===== config.mk =====
export PLATFORM = sky130hd
export DESIGN_NAME = fsm_seq_monitor
export DESIGN_NICKNAME = d
export VERILOG_FILES = /design/src/rtl/fsm_seq_pkg.sv /design/src/rtl/fsm_seq_monitor_sat_counter.sv /design/src/rtl/fsm_seq_monitor.sv
export SDC_FILE = /design/constraint.sdc
export NUM_CORES = 1
export LEC_CHECK = 0
export BUFFER_PORTS_ARGS = -buffer_cell sky130_fd_sc_hd__buf_2
export CAP_MARGIN = 15
export CORE_ASPECT_RATIO = 0.75
export CORE_UTILIZATION = 50
export DETAILED_ROUTE_END_ITERATION = 8
export GPL_TIMING_DRIVEN = 0
export PLACE_DENSITY = 0.75
export SYNTH_ARGS = -nofsm -noshare
export SYNTH_HDL_FRONTEND = slang
export SYNTH_SLANG_ARGS = --single-unit

===== constraint.sdc =====
create_clock -name clock -period 2.1 [get_ports clock]
set_input_delay 0.105 -clock clock [delete_from_list [all_inputs] [get_ports clock]]
set_output_delay 0.105 -clock clock [all_outputs]
set_load 0.01 [all_outputs]

===== src/rtl/fsm_seq_pkg.sv =====
// Shared types and helpers for the state-code sequence monitor.
package fsm_seq_pkg;

    typedef enum logic [1:0] {
        IDLE  = 2'd0,
        TRACK = 2'd1,
        DONE  = 2'd2,
        ERROR = 2'd3
    } state_t;

    // Expected successor of prev in the cyclic sequence 0..num_states-1.
    function automatic int unsigned next_code(input int unsigned prev, input int unsigned num_states);
        return (prev + 1 >= num_states) ? 0 : prev + 1;
    endfunction

endpackage


===== src/rtl/fsm_seq_monitor_sat_counter.sv =====
// Saturating up-counter with synchronous clear; holds at all-ones.
module sat_counter #(
    parameter int unsigned WIDTH = 8
) (
    input  logic             clock,
    input  logic             clr,
    input  logic             inc,
    output logic [WIDTH-1:0] value
);

    always_ff @(posedge clock) begin
        if (clr) begin
            value <= '0;
        end else if (inc && (value != '1)) begin
            value <= value + WIDTH'(1);
        end
    end

endmodule


===== src/rtl/fsm_seq_monitor.sv =====
// Checks a state-code stream follows 0,1,..,NUM_STATES-1,0,.. with bounded stalls.
// Optional per-code visit histogram enabled by defining FSM_SEQ_MON_HIST_EN.
module fsm_seq_monitor
    import fsm_seq_pkg::*;
#(
    parameter int unsigned W          = 3,
    parameter int unsigned NUM_STATES = 5,
    parameter int unsigned CYC_W      = 8,
    parameter int unsigned RUN_CYCLES = 20,
    parameter int unsigned STALL_MAX  = 2
) (
    input  logic             clock,
    input  logic             reset,
    input  logic             en,
    input  logic [W-1:0]     y,
    output logic             locked,
    output logic             done,
    output logic             err,
    output logic [W-1:0]     err_code,
    output logic [CYC_W-1:0] err_cycle,
    output logic [CYC_W-1:0] cycles,
    output logic [CYC_W-1:0] wraps
`ifdef FSM_SEQ_MON_HIST_EN
    ,
    output logic [NUM_STATES*CYC_W-1:0] hist
`endif
);

    localparam int unsigned STALL_W = $clog2(STALL_MAX + 2);

    state_t             state;
    logic [W-1:0]       prev;
    logic [STALL_W-1:0] stall;

    logic [W-1:0] exp_code;
    logic         legal;
    logic         stall_full;
    logic         done_next;
    logic         accept;
    logic         go_error;
    logic         is_stall;
    logic         is_wrap;

    assign exp_code   = W'(next_code(32'(prev), NUM_STATES));
    assign legal      = (32'(y) < NUM_STATES);
    assign stall_full = ((32'(stall) + 32'd1) > STALL_MAX);
    assign done_next  = done || (cycles == CYC_W'(RUN_CYCLES));

    // Classify the current sample against the tracked sequence.
    always_comb begin
        accept   = 1'b0;
        go_error = 1'b0;
        is_stall = 1'b0;
        is_wrap  = 1'b0;
        if (en) begin
            case (state)
                IDLE: begin
                    if (legal) accept = 1'b1;
                    else       go_error = 1'b1;
                end
                TRACK: begin
                    if (y == exp_code) begin
                        accept  = 1'b1;
                        is_wrap = (y == '0);
                    end else if ((y == prev) && !stall_full) begin
                        accept   = 1'b1;
                        is_stall = 1'b1;
                    end else begin
                        go_error = 1'b1;
                    end
                end
                default: ;
            endcase
        end
    end

    always_ff @(posedge clock) begin
        if (reset) begin
            state     <= IDLE;
            prev      <= '0;
            stall     <= '0;
            locked    <= 1'b0;
            done      <= 1'b0;
            err       <= 1'b0;
            err_code  <= '0;
            err_cycle <= '0;
        end else begin
            if (cycles == CYC_W'(RUN_CYCLES)) done <= 1'b1;
            // Error wins over a same-edge done trigger; ERROR is terminal so this latches once.
            if (go_error) begin
                state     <= ERROR;
                locked    <= 1'b0;
                err       <= 1'b1;
                err_code  <= y;
                err_cycle <= cycles;
            end else begin
                if (accept) begin
                    prev  <= y;
                    stall <= is_stall ? stall + STALL_W'(1) : '0;
                end
                if ((state == IDLE) && accept) begin
                    state  <= TRACK;
                    locked <= 1'b1;
                end else if ((state == TRACK) && done_next) begin
                    state <= DONE;
                end
            end
        end
    end

    sat_counter #(.WIDTH(CYC_W)) u_cycles (
        .clock (clock),
        .clr   (reset),
        .inc   (1'b1),
        .value (cycles)
    );

    sat_counter #(.WIDTH(CYC_W)) u_wraps (
        .clock (clock),
        .clr   (reset),
        .inc   (is_wrap),
        .value (wraps)
    );

`ifdef FSM_SEQ_MON_HIST_EN
    for (genvar k = 0; k < int'(NUM_STATES); k++) begin : g_hist
        sat_counter #(.WIDTH(CYC_W)) u_hist (
            .clock (clock),
            .clr   (reset),
            .inc   (accept && (y == W'(k))),
            .value (hist[k*CYC_W +: CYC_W])
        );
    end
`endif

endmodule


# Yosys cells after proc, flatten, opt, wreduce, memory -nomap -nowiden
# Cells that the tools add are included.
# op_classes
magnitude_cmp,3
n_bitwise,1
muxes,21
eq_ne,6
n_addsub,5
n_reduce_logical,11
# ops
operator,n
$add A8 B1 Y8 const B,2
$ne A8 B8 Y1 const B,2
$mux W1,14
$eq A8 B5 Y1 const B,1
$mux W2,4
$eq A3 B3 Y1,2
$add A3 B1 Y4 const B,1
$ge A4 B3 Y1 const B,1
$logic_and A1 B1 Y1,4
$pmux W1 S2,2
$add A2 B1 Y3 const B,1
$gt A3 B2 Y1 const B,1
$logic_not A3 Y1,1
$lt A3 B3 Y1 const B,1
$mux W3,1
$reduce_bool A3 Y1,1
$add A2 B1 Y2 const B,1
$eq A2 B1 Y1 const B,1
$logic_not A2 Y1,1
$reduce_and A2 Y1,1
$reduce_or A2 Y1,1
$logic_not A1 Y1,1
$logic_or A1 B1 Y1,1
$not A1 Y1,1
# totals
wordCells,57
out_inout_bits,30
in_bits,6
ff_bits,37

# Depth between registers and ports, before layout
# logic_depth
ltp_word,11
ltp_mapped,9
ltp_nobuf,8

# Hierarchy
# From an unflattened synthesis, not the netlist that was laid out.
# hier_totals
cells_unflattened,237
area_unflattened_um2,2117.0
# modules_own_cells
module,area_per_inst_um2,seq_area_each_um2,cells_each,instances
fsm_seq_monitor,1256.2,420.4,145,1
sat_counter,430.4,160.2,46,2

# Least setup slack after synthesis
# OpenSTA, ideal clock, no wires.
# synth_timing
kind,reg-to-reg
from,register prev[0]
to,register u_wraps.value[6]
path_stages_with_launch,9
setup_slack_ns,0.120
t_required_ns,1.979
setup_ns,0.121
n_path_buf,0
t_arrival_ns,1.860
synth_period_minus_slack_ns,1.980
path_cell_list,dfxtp_1 inv_1 ha_1 nand3b_1 o21ai_0 a32o_1 o21bai_4 nor4_1 mux2_2
# synth_between
elab_chain_len,8
# synth_lines
element,line_no,source
from (decl),fsm_seq_monitor.sv:32,logic [W-1:0] prev;
from (signal assigned),fsm_seq_monitor.sv:98,prev <= y;
$add A3 B1 Y4 *,fsm_seq_pkg.sv:13,return (prev + 1 >= num_states) ? 0 : prev + 1;
$ge A4 B3 Y1,fsm_seq_pkg.sv:13,
$mux W3 *,fsm_seq_pkg.sv:13,
$eq A3 B3 Y1 *,fsm_seq_monitor.sv:62,if (y == exp_code) begin
$mux W1 *,fsm_seq_monitor.sv:62,
$mux W1 *,fsm_seq_monitor.sv:56,case (state)
$mux W1 *,fsm_seq_monitor.sv:55,if (en) begin
$logic_and A1 B1 Y1 *,fsm_seq_monitor_sat_counter.sv:14,end else if (inc && (value != '1)) begin
to (signal assigned),fsm_seq_monitor_sat_counter.sv:15,value <= value + WIDTH'(1);
to (decl),fsm_seq_monitor_sat_counter.sv:8,output logic [WIDTH-1:0] value
# Every way passes the cells marked *; elsewhere a longest branch is shown, timed or not.
# A chain may end at the register's enable or synchronous reset.

# Worst setup path in the final report
# layout_timing
from,register prev[0]
to,register locked
# layout_between
elab_chain_len,8
elab_cells_between_ends,16
classes_between,add/sub: 1; order compare: 1; eq/ne: 2; mux: 9; reduce/logical: 3
# layout_lines
element,line_no,source
$add A3 B1 Y4,fsm_seq_pkg.sv:13,
$ge A4 B3 Y1,fsm_seq_pkg.sv:13,
$mux W3,fsm_seq_pkg.sv:13,
$eq A3 B3 Y1,fsm_seq_monitor.sv:62,
$mux W1,fsm_seq_monitor.sv:62,
$pmux W1 S2,fsm_seq_monitor.sv:56,
$mux W1,fsm_seq_monitor.sv:55,
$reduce_or A2 Y1 (no line) or $logic_and A1 B1 Y1 (tied branches),-,
to (signal assigned),fsm_seq_monitor.sv:82,locked <= 1'b0;
to (signal assigned),fsm_seq_monitor.sv:92,locked <= 1'b0;
to (signal assigned),fsm_seq_monitor.sv:103,locked <= 1'b1;
to (decl),fsm_seq_monitor.sv:16,"output logic locked,"
# Parallel ways exist; a longest one is shown, timed or not.

==> summary.md <==
| Metric | Value |
|---|---|
| Status | finished with violations |
| Failing checks | negative setup slack |
| FF+latch count, synth | 37 |
| Post-Syn Nets | 253 |
| Die footprint | 4370 um2 |
| Initial antenna violation count | 0 |
| Crit path capture | locked |
| Routed wl met3 | 325 um |
| HP Class | in2reg |
| Internal power | 1.13 mW |
| Total number of vias | 1,920 |
| Req. time, crit path | 2.25 ns |
| Cells after Synth | 240 |
| Fin. max-slew vios | 0 |
| Fmax | 467 MHz |
| Vias in the first global route | 1,629 |
| R2r setup slk | -0.04 ns |
| Commonest non-fill, non-tap cell in the layout | dfxtp_1 |
| Sequential cell area fraction in the yosys report | 36.0% |
| Logic pwr share | 22.0% |
| Total track usage | 22.2% |
| Max Cap Viol | 0 |
| Final GP Congestion | 0.781 |
| Worst reg2reg path depth | 10 |
| Core area | 3800 um2 |
| Area grow syn2layout | 28.0% |
| Drt first pass iters | 4 |
| Die Height | 57.5 um |
| Hpwl dp | 3.24 mm |
| CP Capture Type | flop |
| Final period demand of the worst path | 2.14 ns |
| Clock Tree Buf Depth | 2 |
| # setup viols final | 12 |
| Initial core utilization | 54.0% |
| Mapped Avg Cell Area | 8.57 um2 |
| M1 wire length | 2.49 mm |
| Largest net degree at the start of global routing | 12 |
| Commonest cells after routing, fill and taps aside | 35 x dfxtp_1, 34 x buf_2, 26 x nand2b_1, 21 x nor2_1, 13 x nand2_1 |
| Netlist Area Pre-Place | 2060 um2 |
| Share of layout cells above drive strength 1 | 29.2% |
| Crit start category | flop |
| CTS tree | built |
| Worst-Skew Late Latency | 0.28 ns |
| Pwr dens | 600 nW/um2 |
| Fin nets | 307 |
| Switch share | 28.7% |
| RSZ-0062 raised after global routing | true |
| Met2 WL | 2.16 mm |
| Die span in x | 76.0 um |
| Total Routed Length | 5.01 mm |
| # DRC | 0 |
| Lkg Pwr | 1.09 nW |
| Routed Antenna Nets | 0 |
| Worst setup margin | -0.0403 ns |
| First-iteration detailed-routing DRC count | 81 |
| Rows | 19 |
| Crit path DAT | 2.29 ns |
| Worst-Margin Slew | 0.821 ns |
| Reg power frac | 47.9% |
| DR WL/cell | 14.4 um |
| Inserted Clock Buffers | 5 |
| R2R Path End | locked |
| NetSw | 0.454 mW |
| Remaining Overflow, GRT | 0 |
| H-Tree Depth | 2 |
| Clock network fraction of total power | 30.1% |
| Top sig layer | met4 |
| Setup TNS Final | -0.194 ns |
| EDFF count, synth | 0 |
| Clk root buf | clkbuf_8 |
| Hold_buf cts | 0 |
| Synth async-reset ratio | 0% |
| Setup CP Type | reg2reg |
| Total inserted antenna cells | 0 |
| RR Startpoint | prev[0] |
| Fin crit share | 102% |
| Synth Warn # | 0 |
| Clock Skews | 0.00451 ns |
| Ys flop type | dfxtp_1 |
| Total I/O pin count | 36 |
| First-pass GRT wire length | 7.60 mm |
| CTS Sinks | 37 |
| Post-synth cell types | 43 |
| Vias per cell | 5.53 |
| Clk pin slew, worst setup/hold paths | 0.07 ns |
| Crit path max fanout | 5 |
| CP startpoint | prev[0] |
| Max IR drop VDD | 471 uV |
| PortBufs | 34 |
| Hold Vio Cnt, Final | 0 |
| Dpl ws | -0.0845 ns |
| Slew headroom | 45.2% |
==> flip-flops by register name, indices dropped and copies added (netlist names) <==
register / flops
u_cycles.value: 8
prev: 3
stall: 2
err_code: 3
u_wraps.value: 8
err_cycle: 8
done: 1
err: 1
locked: 1
state: 2
==> metrics by stage <==
step	util [%]	cell area, um2	hold slack (ns)	power (mW)	instances
6_report	69.2	2630	0.132	1.58	347
5_1_grt	69.2	2630	0.122	1.66	347
4_1_cts	64.2	2440	0.132	1.52	338
3_5_place_dp	60.2	2290	0.433	1.03	326
3_3_place_gp	60.2	2290	0.420	1.02	326
2_1_floorplan	-	2060	0.271	0.957	240
==> area by class of cell <==
class	count	area, um2
inverter	14	60.1
clock buffer	6	72.6
buffer	12	82.6
multi-input combinational	178	1290
tap	52	65.1
fill	301	1170
clock inverter	2	10.0
sequential	37	748
timing repair buffer	46	302
==> worst max-delay path: stages, from the launching register on <==
cell and delay, ns:
dfxtp_4 0.40, ha_4 0.16, buf_6 0.11, nand2_1 0.06, a31oi_1 0.31, o2bb2ai_4 0.18
o21bai_4 0.20, buf_6 0.14, a31oi_4 0.12, buf_6 0.19, nor3b_1 0.13
==> timing repair <==
action | in CTS | in global routing
buffers inserted | 3 | 7
pin swaps | 5 | 11
setup endpoints to repair | 16 | 26
cloned | 1 | 2
resized for setup | 9 | 23
hold endpoints to repair | 0 | 0
==> worst min-delay path by stage <==
stage,cells past startpoint,end,from
4_1_cts,3,state[0],en
2_1_floorplan,2,err_code[0],y[0]
6_report,3,err_code[2],y[2]
3_5_place_dp,3,err_code[2],y[2]
5_1_grt,3,err_code[2],y[2]
3_3_place_gp,3,state[0],en
==> metal layers <==
layer / vias up / global-route usage, %
met1: 895 / 32.1
li1: 959 / -
met5: - / 0
met3: 4 / 5.28
met4: 0 / 6.04
met2: 62 / 33.2
==> Yosys cell counts (5+ instances only) <==
cell       n  share of area (%)
dfxtp_1   37                 36
nand2b_1  26                7.9
nor2_1    21                3.8
inv_1     13                2.4
nand2_1   13                2.4
a21oi_1   12                2.9
mux2i_1   12                5.8
nand3_1   10                2.4
o21ai_0   10                2.4
clkbuf_1   7                1.3
ha_1       7                4.3
nand4_1    5                1.5
nor3_1     5                1.2
or3_1      5                1.5
==> cells by family (layout without fill, tap and decap cells) <==
kind of cell	after synthesis	count (layout)	synth area share, %
compound gates	45	46	16.3
xor+xnor	4	4	1.70
fa+ha+maj	7	7	4.26
buf+inv	26	80	6.21
flops	37	37	36.0
mux	15	15	7.49
simple gates	106	106	28.0
==> power groups by stage <==
stage	combinational [mW]	sequential [mW]	clock, mW
after floorplan	0.185	0.772	0
after global placement	0.254	0.769	0
after detailed placement	0.259	0.769	0
after CTS	0.281	0.754	0.485
after global routing	0.370	0.761	0.526
final	0.347	0.757	0.475
Power figures use the tool's default switching activity.
